[src/rtl/adpcm_pkg.sv]
// Shared IMA-ADPCM definitions: step table, index adjust table, FSM states and
// the saturation helpers used identically by the encoder and the decoder.
package adpcm_pkg;

  localparam int IDX_MAX = 88;

  typedef enum logic [2:0] {
    S_IDLE = 3'd0,
    S_DIFF = 3'd1,
    S_Q2   = 3'd2,
    S_Q1   = 3'd3,
    S_Q0   = 3'd4,
    S_UPD  = 3'd5,
    S_OUT  = 3'd6
  } state_e;

  localparam logic [15:0] STEP_TABLE [0:IDX_MAX] = '{
    16'd7,     16'd8,     16'd9,     16'd10,    16'd11,    16'd12,    16'd13,    16'd14,
    16'd16,    16'd17,    16'd19,    16'd21,    16'd23,    16'd25,    16'd28,    16'd31,
    16'd34,    16'd37,    16'd41,    16'd45,    16'd50,    16'd55,    16'd60,    16'd66,
    16'd73,    16'd80,    16'd88,    16'd97,    16'd107,   16'd118,   16'd130,   16'd143,
    16'd157,   16'd173,   16'd190,   16'd209,   16'd230,   16'd253,   16'd279,   16'd307,
    16'd337,   16'd371,   16'd408,   16'd449,   16'd494,   16'd544,   16'd598,   16'd658,
    16'd724,   16'd796,   16'd876,   16'd963,   16'd1060,  16'd1166,  16'd1282,  16'd1411,
    16'd1552,  16'd1707,  16'd1878,  16'd2066,  16'd2272,  16'd2499,  16'd2749,  16'd3024,
    16'd3327,  16'd3660,  16'd4026,  16'd4428,  16'd4871,  16'd5358,  16'd5894,  16'd6484,
    16'd7132,  16'd7845,  16'd8630,  16'd9493,  16'd10442, 16'd11487, 16'd12635, 16'd13899,
    16'd15289, 16'd16818, 16'd18500, 16'd20350, 16'd22385, 16'd24623, 16'd27086, 16'd29794,
    16'd32767
  };

  localparam logic signed [7:0] IDX_ADJ [0:7] = '{
    -8'sd1, -8'sd1, -8'sd1, -8'sd1, 8'sd2, 8'sd4, 8'sd6, 8'sd8
  };

  // Saturate a widened predictor sum back into the signed 16-bit PCM range.
  function automatic logic [15:0] clamp16(input logic signed [18:0] v);
    if (v > 19'sd32767) begin
      return 16'h7FFF;
    end else if (v < -19'sd32768) begin
      return 16'h8000;
    end else begin
      return v[15:0];
    end
  endfunction

  function automatic logic [6:0] clamp_index(input logic signed [8:0] v);
    if (v < 9'sd0) begin
      return 7'd0;
    end else if (v > 9'(IDX_MAX)) begin
      return 7'(IDX_MAX);
    end else begin
      return v[6:0];
    end
  endfunction

endpackage

[src/rtl/adpcm_step_rom.sv]
// Combinational step-index to quantizer step lookup; out-of-range indices
// read the last table entry.
module adpcm_step_rom
  import adpcm_pkg::*;
(
  input  logic [6:0]  index_i,
  output logic [15:0] step_o
);

  always_comb begin
    step_o = STEP_TABLE[IDX_MAX];
    if (index_i <= 7'(IDX_MAX)) begin
      step_o = STEP_TABLE[index_i];
    end
  end

endmodule

[src/rtl/adpcm_encoder.sv]
// Multi-cycle IMA-ADPCM encoder: one 16-bit PCM sample in, one 4-bit code out,
// with a decoder-identical reconstruction keeping the predictor in lock-step.
module adpcm_encoder
  import adpcm_pkg::*;
#(
  parameter int RESET_INDEX = 0
) (
  input  logic        clk,
  input  logic        rst,
  input  logic        clear,
  input  logic [15:0] init_pred,
  input  logic [6:0]  init_index,
  input  logic        in_valid,
  output logic        in_ready,
  input  logic [15:0] in_sample,
  output logic        out_valid,
  input  logic        out_ready,
  output logic [3:0]  out_code,
  output logic [15:0] pred_out,
  output logic [6:0]  index_out,
  output state_e      dbg_state
);

  // Handshakes: a transfer happens on a rising clk edge where valid and ready
  // are both 1. in_ready is high only in IDLE; out_valid is high only in OUT
  // and out_code is held stable there until out_ready is seen.

  state_e      state_q;
  logic [15:0] sample_q;
  logic [15:0] pred_q;
  logic [6:0]  index_q;
  logic [16:0] mag_q;
  logic [16:0] step_q;
  logic [3:0]  code_q;
  logic [3:0]  out_code_q;
  logic        in_ready_q;
  logic        out_valid_q;

  logic [15:0]        rom_step;
  logic signed [16:0] diff;
  logic [16:0]        mag;
  logic [16:0]        q_step;
  logic [1:0]         q_bit;
  logic               q_hit;
  logic [18:0]        diffq;
  logic signed [18:0] pred_ext;
  logic signed [18:0] p_sum;
  logic signed [8:0]  idx_adj;
  logic signed [8:0]  idx_sum;
  logic [15:0]        pred_d;
  logic [6:0]         index_d;

  adpcm_step_rom u_step_rom (
    .index_i (index_q),
    .step_o  (rom_step)
  );

  always_comb begin
    diff = $signed({sample_q[15], sample_q}) - $signed({pred_q[15], pred_q});
    mag  = diff[16] ? (~$unsigned(diff) + 17'd1) : $unsigned(diff);
  end

  // Successive approximation: each Q state tests the residual magnitude
  // against a progressively halved step.
  always_comb begin
    q_step = step_q;
    q_bit  = 2'd2;
    case (state_q)
      S_Q1: begin
        q_step = step_q >> 1;
        q_bit  = 2'd1;
      end
      S_Q0: begin
        q_step = step_q >> 2;
        q_bit  = 2'd0;
      end
      default: begin
        q_step = step_q;
        q_bit  = 2'd2;
      end
    endcase
    q_hit = (mag_q >= q_step);
  end

  always_comb begin
    diffq = 19'(step_q >> 3)
          + (code_q[2] ? 19'(step_q)      : 19'd0)
          + (code_q[1] ? 19'(step_q >> 1) : 19'd0)
          + (code_q[0] ? 19'(step_q >> 2) : 19'd0);
    pred_ext = $signed({{3{pred_q[15]}}, pred_q});
    p_sum    = code_q[3] ? (pred_ext - $signed(diffq)) : (pred_ext + $signed(diffq));
    pred_d   = clamp16(p_sum);
    idx_adj  = 9'(IDX_ADJ[code_q[2:0]]);
    idx_sum  = $signed({2'b00, index_q}) + idx_adj;
    index_d  = clamp_index(idx_sum);
  end

  always_ff @(posedge clk) begin
    if (rst) begin
      state_q     <= S_IDLE;
      sample_q    <= 16'd0;
      pred_q      <= 16'd0;
      index_q     <= 7'(RESET_INDEX);
      mag_q       <= 17'd0;
      step_q      <= 17'd0;
      code_q      <= 4'd0;
      out_code_q  <= 4'd0;
      in_ready_q  <= 1'b1;
      out_valid_q <= 1'b0;
    end else if (clear) begin
      state_q     <= S_IDLE;
      pred_q      <= init_pred;
      index_q     <= clamp_index($signed({2'b00, init_index}));
      code_q      <= 4'd0;
      out_code_q  <= 4'd0;
      in_ready_q  <= 1'b1;
      out_valid_q <= 1'b0;
    end else begin
      case (state_q)
        S_IDLE: begin
          if (in_valid) begin
            sample_q   <= in_sample;
            in_ready_q <= 1'b0;
            state_q    <= S_DIFF;
          end
        end
        S_DIFF: begin
          code_q  <= {diff[16], 3'b000};
          mag_q   <= mag;
          step_q  <= {1'b0, rom_step};
          state_q <= S_Q2;
        end
        S_Q2, S_Q1, S_Q0: begin
          if (q_hit) begin
            code_q[q_bit] <= 1'b1;
            mag_q         <= mag_q - q_step;
          end
          state_q <= (state_q == S_Q2) ? S_Q1 :
                     (state_q == S_Q1) ? S_Q0 : S_UPD;
        end
        S_UPD: begin
          pred_q      <= pred_d;
          index_q     <= index_d;
          out_code_q  <= code_q;
          out_valid_q <= 1'b1;
          state_q     <= S_OUT;
        end
        S_OUT: begin
          if (out_ready) begin
            out_valid_q <= 1'b0;
            in_ready_q  <= 1'b1;
            state_q     <= S_IDLE;
          end
        end
        default: begin
          out_valid_q <= 1'b0;
          in_ready_q  <= 1'b1;
          state_q     <= S_IDLE;
        end
      endcase
    end
  end

  assign in_ready  = in_ready_q;
  assign out_valid = out_valid_q;
  assign out_code  = out_code_q;
  assign pred_out  = pred_q;
  assign index_out = index_q;
  assign dbg_state = state_q;

endmodule

[config.mk]
export PLATFORM = sky130hd
export DESIGN_NAME = adpcm_encoder
export DESIGN_NICKNAME = d
export VERILOG_FILES = /design/src/rtl/adpcm_pkg.sv /design/src/rtl/adpcm_step_rom.sv /design/src/rtl/adpcm_encoder.sv
export SDC_FILE = /design/constraint.sdc
export NUM_CORES = 1
export LEC_CHECK = 0
export ABC_AREA = 1
export CORE_MARGIN = 2
export CORE_UTILIZATION = 55
export DETAILED_ROUTE_END_ITERATION = 10
export PLACE_DENSITY = 0.8
export SYNTH_ARGS = -nofsm -noshare
export SYNTH_HDL_FRONTEND = slang
export SYNTH_SLANG_ARGS = --single-unit
[constraint.sdc]
create_clock -name clk -period 7.7 [get_ports clk]
set_clock_uncertainty 0.05 [all_clocks]
set_input_delay 1.54 -clock clk [delete_from_list [all_inputs] [get_ports clk]]
set_output_delay 1.54 -clock clk [all_outputs]
set_load 0.05 [all_outputs]
==> results of run 1 <==
## through the flow
step	hold WS (ns)	cells
floorplan	0.383	1679
global placement	0.401	1944
detailed placement	0.407	1944
CTS	0.425	1960
global route	0.447	1960
finish	0.421	1960
## worst min-delay path by stage
stage	startpoint	cells after the start	slack [ns]	end
final	sample_q[0]	2	0.42	sample_q[0]
after global routing	out_code[0]	2	0.45	out_code[0]
after CTS	sample_q[0]	2	0.42	sample_q[0]
after detailed placement	out_code[0]	2	0.41	out_code[0]
after global placement	out_code[0]	2	0.40	out_code[0]
after floorplan	sample_q[0]	2	0.38	sample_q[0]
## critical path, delay by kind of cell, from the launching register on
| family | cells | cell delay [ns] |
|---|---|---|
| XOR/XNOR | 2 | 0.31 |
| adder cells (fa/ha/maj) | 5 | 2.08 |
| AND/OR/NAND/NOR | 15 | 1.90 |
| buffers and inverters | 4 | 0.45 |
| AO/OA/AOI/OAI | 5 | 0.65 |
| flip-flops | 1 | 0.71 |
## state kept, by name (all words and copies together) (netlist names)
name,count
code_q,4
out_valid,1
pred_out,16
out_code,4
index_out,7
dbg_state,3
sample_q,16
mag_q,17
step_q,15
in_ready,1
## cells in the mapped netlist (all sizes together) (2+ instances only)
library cell  instances
nand3                92
inv                 255
o2111ai               2
buf                   6
o211ai               20
clkinv                4
nand3b                6
a31oi                21
a21o                  5
o31ai                 9
o21bai                9
xor2                 38
nand4                15
a22oi                 2
nor2                166
xnor2                19
nand2               388
and2                  3
a21oi               156
ha                   98
o21ai               122
clkbuf               44
nor4                  4
or2                   8
a221oi               10
a211oi                6
dfxtp                84
a311oi                4
o311ai                2
nor3                 23
fa                   29
o21a                  2
o22ai                15
o221ai                5
## layer usage
metal	vias up	track usage
li1	5638	-
met2	516	0.529
met5	-	0
met4	0	0.144
met1	5172	0.389
met3	97	0.0448
## area by class of cell
class / instances / area share
clock inverters: 5 / 0.00332
repair buffers: 81 / 0.0682
clock buffers: 11 / 0.0199
inverters: 259 / 0.0833
flip-flops and latches: 84 / 0.144
multi-input cells: 1286 / 0.656
well taps: 234 / 0.0251
## logic make-up after synthesis
| logic type | count (synthesis) | share of synthesized area |
|---|---|---|
| compound gates | 396 | 0.220 |
| xor+xnor | 57 | 0.0474 |
| buf+inv | 309 | 0.113 |
| flops | 84 | 0.160 |
| fa+ha+maj | 127 | 0.172 |
| simple gates | 706 | 0.288 |
## power groups by stage
stage	registers, mW	clock network [mW]	logic, mW
floorplan	0.560	0	0.990
global placement	0.519	0	1.31
detailed placement	0.520	0	1.32
CTS	0.511	0.418	1.34
global route	0.515	0.437	1.51
finish	0.512	0.414	1.36
==> metrics.md, run 1 <==
| Metric | Value |
|---|---|
| Status | `completed` |
| Setup crit end kind | `flip-flop` |
| Largest net degree at the start of global routing | `43` |
| R2R cell count | `31` |
| Reg2Reg Launch Point | `code_q[2]` |
| Reg2reg setup slack | `1.42 ns` |
| Fmax | `159 MHz` |
| Final Slew Violations | `0` |
| CTS H-tree lvls | `3` |
| CP Launch Point | `code_q[2]` |
| Met3 Wirelength | `2450 um` |
| Worst hold path type | `reg2reg` |
| Mapped Nets | `1,850` |
| DIE AREA | `0.0203 sq mm` |
| Slowest-stage cell, CP | `dfxtp_1` |
| Post-layout util | `0.622` |
| Final Cell Area | `0.0117 sq mm` |
| Min Tclk post-route | `around 6.3 ns` |
| CP arrival | `between 6 and 7 ns` |
| Clk root buf | `clkbuf_16` |
| Fin nets | `1,892` |
| Setup Fix Bufs, Post-CTS | `0` |
| Grt ovf | `0` |
| Period Utilization, post-route | `0.815` |
| Unrepaired setup endpoints after global routing | `false` |
| P_leak | `around 5.7 nW` |
| Cells after synthesis | `1,679` |
| Critical Path Sink | `pred_out[2]` |
| Fill count | `1,783` |
| DP HPWL | `around 24,000 um` |
| NetSw | `around 1.1 mW` |
| DRT Pass-1 Iters | `6` |
| Internal | `approximately 1.2 mW` |
| Tot GR Track Use | `0.311` |
| CP Class | `reg2reg` |
| Post_cts resized | `0` |
| Worst-path clk slew | `around 0.07 ns` |
| CTS max path bufs | `2` |
| Global-route wire length before repair | `51,400 um` |
| Mean Syn Cell Area | `6.27 sq um` |
| First DRT Iteration DRCs | `906` |
| Vias | `11,400` |
| MaxCap Viol Count | `0` |
| Die W | `approximately 140 um` |
| Combinational cell fraction of total power | `0.595` |
| Num CTS Buffers | `9` |
| Dpl cell area | `around 0.011 sq mm` |
| Cell taking the most area after synthesis | `dfxtp_1` |
| CP max FO | `18` |
| Top Layer Used | `met4` |
| FF/Latch Area | `0.00168 sq mm` |
| Number of synthesis warnings | `0` |
| Sequential-to-total area share from yosys stat | `0.160` |
| Max VDD drop | `~100 uV` |
| Net Sw Frac | `0.492` |
| Mapped Area | `around 0.011 sq mm` |
| Clock network fraction of design power | `0.181` |
| Initial antenna violation count | `0` |
| Reg2Reg Capture Point | `pred_out[2]` |
| Number of global-route vias before repair | `around 11,000` |
| Commonest cells after routing, fill and taps aside | `nand2_1 (368), inv_1 (245), nor2_1 (158)` |
| WP data required | `about 8 ns` |
| # DRC | `0` |
| Setup slack after layout | `1.42 ns` |
| CP startpoint kind | `flip-flop` |
| Area Overhead vs Synth | `10.9%` |
| Final hold violation count | `0` |
| EDFF count, synth | `0` |
| Routed WL | `between 30,000 and 40,000 um` |
| Hold-fix buffers, CTS | `0` |
| Die Y | `142 um` |
| FFs w/ async S/R, synth | `0` |
| Final RePlAce weighted congestion | `1.03` |
| Critical path's largest stage delay | `0.71 ns` |
| Slew @ Worst Pin | `1.32 ns` |
| Setup_tns | `0 ns` |
| Core Region | `0.0188 sq mm` |
| Port buffer count | `75` |
| Starting density of the core | `0.561` |
| Met2 wire len | `~14,000 um` |
| Top cells by area, synth | `dfxtp_1 (16%), nand2_1 (13%), ha_1 (12%)` |
| Top cell type's share of synthesized area | `0.160` |
| Reg power frac | `0.224` |
| Routed Antenna Nets | `0` |
| CTS tree | `built` |
| Design Power | `2.29 mW` |
| CTS sink count | `84` |
| Slew margin rel. | `0.117` |
| # IOs | `76` |
| Synth Flop Type | `dfxtp_1` |
| Multi-input gate area | `0.00765 sq mm` |
| Row count | `50` |
| Drt wl/cell | `16.0 um` |
| Share of cells above drive strength 1 | `0.0504` |
| Diode count | `0` |
| Number of synthesized register bits | `84` |
| Most common cell after layout, fill and taps aside | `nand2_1` |
| Setup slack at placement | `1.51 ns` |
| Final setup viols | `0` |
| Worst skew pair latency | `0.36 ns` |
| DR vias/cell | `between 5 and 6` |
| Metal1 wirelength | `roughly 13,000 um` |
| PD cells | `196 mW/mm^2` |
| Yosys cell types | `53` |
Note: power is estimated with default switching activity, not from simulation.
==> inputs of run 2 (changes only) <==
clock period = 5.9 ns   (was 7.7 ns; I/O delays follow)
==> run 2 against run 1 <==
Effect of this change: sequential share of layout area is 0.36 points lower; clock power is 55% higher; via count is 1.8% higher; critical path type unchanged; largest cell class unchanged; routed wire length is 3.7% higher; final area is 3.5% higher; hold slack worse by 0.0024 ns.
==> metrics.md, run 2 (synthesis gave the netlist of run 1 again) <==
| Metric | Value |
|---|---|
| Status | `completed` |
| Global-route wire length before repair | `50,700 um (-1.3%)` |
| CP max FO | `8 (-10)` |
| Setup crit end kind | `flip-flop` |
| DIE AREA | `0.0203 sq mm (unchanged)` |
| Share of cells above drive strength 1 | `0.0840 (+0.0336)` |
| CP arrival | `5.89 ns (-0.56 ns)` |
| # DRC | `0 (unchanged)` |
| Die Y | `142 um (unchanged)` |
| Top reg by flops | `mag_q` |
| Design Power | `3.19 mW (+39%)` |
| CTS tree | `built` |
| Diode count | `0 (unchanged)` |
| Post-layout util | `0.643 (+0.0215)` |
| CP Class | `reg2reg` |
| Drt wl/cell | `16.3 um (+2.4%)` |
| Unrepaired setup endpoints after global routing | `true` |
| MaxCap Viol Count | `0 (unchanged)` |
| Period Utilization, post-route | `0.968 (+0.152)` |
| PD cells | `264 mW/mm^2 (+35%)` |
| Die W | `142 um (unchanged)` |
| Starting density of the core | `0.561 (unchanged)` |
| Hold-fix buffers, CTS | `0 (unchanged)` |
| P_leak | `5.85 nW (+3.3%)` |
| DP HPWL | `24,500 um (+0.70%)` |
| Fmax | `175 MHz (+9.9%)` |
| Worst hold path type | `reg2reg` |
| CTS sink count | `84 (unchanged)` |
| Port buffer count | `75 (unchanged)` |
| First DRT Iteration DRCs | `924 (+2.0%)` |
| Commonest cells after routing, fill and taps aside | `nand2_1 (362), inv_1 (242), nor2_1 (156)` |
| Slew @ Worst Pin | `1.15 ns (-0.176 ns)` |
| DRT Pass-1 Iters | `5 (-1)` |
| Number of global-route vias before repair | `10,400 (-3.2%)` |
| Routed WL | `32,400 um (+3.7%)` |
| Fin nets | `1,916 (+1.3%)` |
| Final Slew Violations | `0 (unchanged)` |
| Most common cell after layout, fill and taps aside | `nand2_1` |
| Area Overhead vs Synth | `14.7%` |
| CTS max path bufs | `2 (unchanged)` |
| Initial antenna violation count | `0 (unchanged)` |
| Routed Antenna Nets | `0 (unchanged)` |
| Worst-path clk slew | `0.07 ns (about the same)` |
| Worst skew pair latency | `0.36 ns (about the same)` |
| CTS H-tree lvls | `3 (unchanged)` |
| Slew margin rel. | `0.235 (+0.117)` |
| Grt ovf | `0 (unchanged)` |
| Largest net degree at the start of global routing | `43 (unchanged)` |
| Slowest-stage cell, CP | `fa_2` |
| DR vias/cell | `5.86 (+0.52%)` |
| Core Region | `0.0188 sq mm (unchanged)` |
| CP startpoint kind | `flip-flop` |
| Min Tclk post-route | `5.71 ns (-0.568 ns)` |
| Final std cells w/o fill | `1,984 (+1.2%)` |
| Final setup viols | `0 (unchanged)` |
| Clk root buf | `clkbuf_16` |
| Placed Cells | `1,953 (+0.46%)` |
| Num CTS Buffers | `9 (unchanged)` |
| Max VDD drop | `134 uV (+29%)` |
| Final RePlAce weighted congestion | `1.01 (-1.2%)` |
| Fill count | `1,694 (-5.0%)` |
| Final hold violation count | `0 (unchanged)` |
| # IOs | `76 (unchanged)` |
| Critical path's largest stage delay | `0.56 ns (-0.15 ns)` |
| Vias | `11,600 (+1.8%)` |
| Reg2reg setup slack | `0.19 ns (-1.23 ns)` |
| WP data required | `6.09 ns (-1.78 ns)` |
| Largest register FFs | `17 (unchanged)` |
| Dpl cell area | `0.0115 sq mm (+0.59%)` |
| Row count | `50 (unchanged)` |
| Final hold slack | `0.419 ns (-0.00235 ns)` |
| Final Cell Area | `0.0121 sq mm (+3.5%)` |
| Tot GR Track Use | `0.308 (-0.00224)` |
-- run 2: through the flow --
step / setup WS (ns) / TNS [ns]
global route: -0.185 / -2.32
floorplan: 0.167 / 0
global placement: 0.192 / 0
finish: 0.191 / 0
CTS: 0.0190 / 0
detailed placement: -0.0250 / -0.122
-- run 2: report_power, final --
part / internal, mW / switching, mW
registers: 0.609 / 0.0582
clock network: 0.386 / 0.256
logic: 0.659 / 1.22
total: 1.65 / 1.53
-- run 2: worst max-delay path, delay by kind of cell (launching register included) --
| kind | cells | cell delay [ns] |
|---|---|---|
| buf+inv | 6 | 0.46 |
| simple gates | 17 | 1.91 |
| fa+ha+maj | 5 | 2.13 |
| flops | 1 | 0.35 |
| xor+xnor | 2 | 0.48 |
| compound gates | 2 | 0.18 |
-- run 2: what timing repair did --
| item | 4_1_cts | 5_1_grt |
|---|---|---|
| pin swaps | 0 | 19 |
| cloned | 0 | 2 |
| setup buffers | 0 | 13 |
| endpoints found under the setup margin | 15 | 16 |
| gates resized for setup | 1 | 53 |
-- run 2: path summary, 6_finish.rpt --
| check | startpoint | to | cells past startpoint |
|---|---|---|---|
| worst max-delay path | step_q[4] | pred_out[10] | 32 |
| worst min-delay path | sample_q[0] | sample_q[0] | 2 |
| worst max register to register | step_q[4] | pred_out[10] | 32 |
| worst min register to register | sample_q[0] | sample_q[0] | 2 |
-- run 2: area by class of cell --
cell class / count / area (sq um) / share of cell area
Tap cell: 234 / 293 / 0.0243
Multi-Input combinational cell: 1287 / 7790 / 0.646
Clock buffer: 10 / 239 / 0.0198
Sequential cell: 84 / 1700 / 0.141
Clock inverter: 6 / 91.3 / 0.00757
Timing Repair Buffer: 103 / 968 / 0.0802
Inverter: 259 / 980 / 0.0812
Timing Repair inverter: 1 / 8.76 / 0.000726
-- run 2: metal layers --
metal	global-route usage	part of all wire
met3	0.0431	0.079
met5	0	0
met1	0.387	0.42
met4	0.130	0.040
met2	0.531	0.47
==> inputs of run 3 (changes only) <==
CORE_MARGIN = 1   (was 2)
==> run 3 against run 2 <==
Effect of this change: die area down 2.8%; register-to-register slack better by 0.13 ns; first-iteration DRC count increased by 4.5%; sequential power hardly changed; critical path depth shrank 1; hold slack improved by 0.014 ns; via count is 0.85% lower; fmax up 2.2%; largest power group unchanged.
==> metrics.md, run 3 (synthesis gave the netlist of run 1 again) <==
| Metric | Value |
|---|---|
| Status | `completed` |
| Fill count | `1,711 (+1.0%)` |
| Tot GR Track Use | `0.323 (+0.0145)` |
| Final setup viols | `0 (unchanged)` |
| Worst-path clk slew | `0.07 ns (about the same)` |
| Top reg by flops | `mag_q` |
| Clk root buf | `clkbuf_16` |
| Largest register FFs | `17 (unchanged)` |
| CP Class | `reg2reg` |
| WP data required | `6.13 ns (+0.04 ns)` |
| CP max FO | `8 (unchanged)` |
| Top Layer Used | `met4` |
| CP arrival | `5.81 ns (-0.08 ns)` |
| CTS max path bufs | `2 (unchanged)` |
| Die W | `140 um (-1.4%)` |
| Port buffer count | `75 (unchanged)` |
| Worst skew pair latency | `0.36 ns (about the same)` |
| Final RePlAce weighted congestion | `0.999 (-1.4%)` |
| Routed WL | `32,200 um (-0.75%)` |
| Fin nets | `1,916 (unchanged)` |
| DRT Pass-1 Iters | `6 (+1)` |
| Met3 Wirelength | `2230 um (-13%)` |
| Starting density of the core | `0.563 (+0.00188)` |
| Slew margin rel. | `0.229 (-0.00541)` |
| Min Tclk post-route | `5.58 ns (-0.125 ns)` |
| DIE AREA | `0.0197 sq mm (-2.8%)` |
| PD cells | `263 mW/mm^2 (-0.35%)` |
| Slowest-stage cell, CP | `fa_2` |
| # DRC | `0 (unchanged)` |
| Largest net degree at the start of global routing | `43 (unchanged)` |
| First DRT Iteration DRCs | `966 (+4.5%)` |
| Slew @ Worst Pin | `1.16 ns (+0.00810 ns)` |
| Share of cells above drive strength 1 | `0.0840 (unchanged)` |
| Fmax | `179 MHz (+2.2%)` |
| Metal1 wirelength | `13,600 um (+0.67%)` |
| # IOs | `76 (unchanged)` |
| Row count | `50 (unchanged)` |
| Most common cell after layout, fill and taps aside | `nand2_1` |
| CTS sink count | `84 (unchanged)` |
| Final Slew Violations | `0 (unchanged)` |
| Period Utilization, post-route | `0.946 (-0.0212)` |
| Design Power | `3.17 mW (-0.66%)` |
| CTS H-tree lvls | `3 (unchanged)` |
| Max VDD drop | `162 uV (+21%)` |
| Dpl cell area | `0.0115 sq mm (+0.13%)` |
| CTS tree | `built` |
| DP HPWL | `24,400 um (-0.30%)` |
| CP startpoint kind | `flip-flop` |
| Global-route wire length before repair | `51,600 um (+1.7%)` |
| Number of global-route vias before repair | `10,600 (+1.3%)` |
| Area Overhead vs Synth | `14.3%` |
| Vias | `11,500 (-0.85%)` |
| Initial antenna violation count | `0 (unchanged)` |
| MaxCap Viol Count | `0 (unchanged)` |
| Setup crit end kind | `flip-flop` |
| Commonest cells after routing, fill and taps aside | `nand2_1 (361), inv_1 (240), nor2_1 (156)` |
| Worst hold path type | `reg2reg` |
| Routed Antenna Nets | `0 (unchanged)` |
| Met2 wire len | `15,200 um (+0.92%)` |
| Critical path's largest stage delay | `0.57 ns (about the same)` |
| P_leak | `5.83 nW (-0.23%)` |
| Die Y | `140 um (-1.4%)` |
| Drt wl/cell | `16.2 um (-0.75%)` |
| Final hold violation count | `0 (unchanged)` |
| Grt ovf | `0 (unchanged)` |
| Final Cell Area | `0.0120 sq mm (-0.31%)` |
| Core Region | `0.0187 sq mm (-0.33%)` |
| Diode count | `0 (unchanged)` |
| DR vias/cell | `5.81 (-0.85%)` |
| Num CTS Buffers | `9 (unchanged)` |
## run 3: worst paths after layout
kind | startpoint | end | slack (ns) | depth (start not counted)
setup / recovery | code_q[2] | pred_out[0] | 0.32 | 31
hold / removal | in_ready | in_ready | 0.43 | 2
setup reg to reg | code_q[2] | pred_out[0] | 0.32 | 31
hold reg to reg | in_ready | in_ready | 0.43 | 2
## run 3: routing by layer
layer | track usage | vias to the layer above
met4 | 0.128 | 0
met1 | 0.399 | 5234
met3 | 0.0414 | 78
li1 | - | 5700
met2 | 0.567 | 512
met5 | 0 | -
## run 3: timing repair
| action | in CTS | in global routing |
|---|---|---|
| hold buffers | 0 | 0 |
| setup endpoints to repair | 15 | 16 |
| setup buffers | 0 | 11 |
| cloned | 0 | 2 |
| pin swaps | 0 | 13 |
| resized for setup | 1 | 44 |
## run 3: final cells by class
type / count / area [sq um] / share of cell area
multi-input combinational: 1287 / 7770 / 0.646
sequential: 84 / 1690 / 0.141
inverter: 259 / 977 / 0.0812
timing repair buffer: 103 / 962 / 0.0800
tap: 234 / 293 / 0.0243
clock buffer: 10 / 239 / 0.0199
clock inverter: 6 / 93.8 / 0.00780
timing repair inverter: 1 / 6.26 / 0.000520
## run 3: report_power, final
group	switching (mW)	total (mW)	internal [mW]
Sequential	0.0555	0.665	0.609
Clock	0.255	0.642	0.386
Combinational	1.20	1.86	0.656
## run 3: worst max-delay path: cells and delay by family (launching register included)
kind / cells / cell delay (ns)
AO/OA/AOI/OAI: 7 / 1.05
XOR/XNOR: 1 / 0.12
adder cells (fa/ha/maj): 5 / 1.94
buffers and inverters: 7 / 0.67
flip-flops: 1 / 0.37
AND/OR/NAND/NOR: 11 / 1.30
## run 3: per-stage QoR
stage	setup TNS, ns	std cells	hold WS [ns]	utilization	worst slack, ns
floorplan	0	1679	0.383	-	0.167
global placement	0	1955	0.399	0.614	0.169
detailed placement	-0.210	1955	0.401	0.614	-0.0286
CTS	0	1971	0.435	0.632	0.0257
global route	-0.0225	1984	0.454	0.643	-0.0128
finish	0	1984	0.433	0.643	0.316
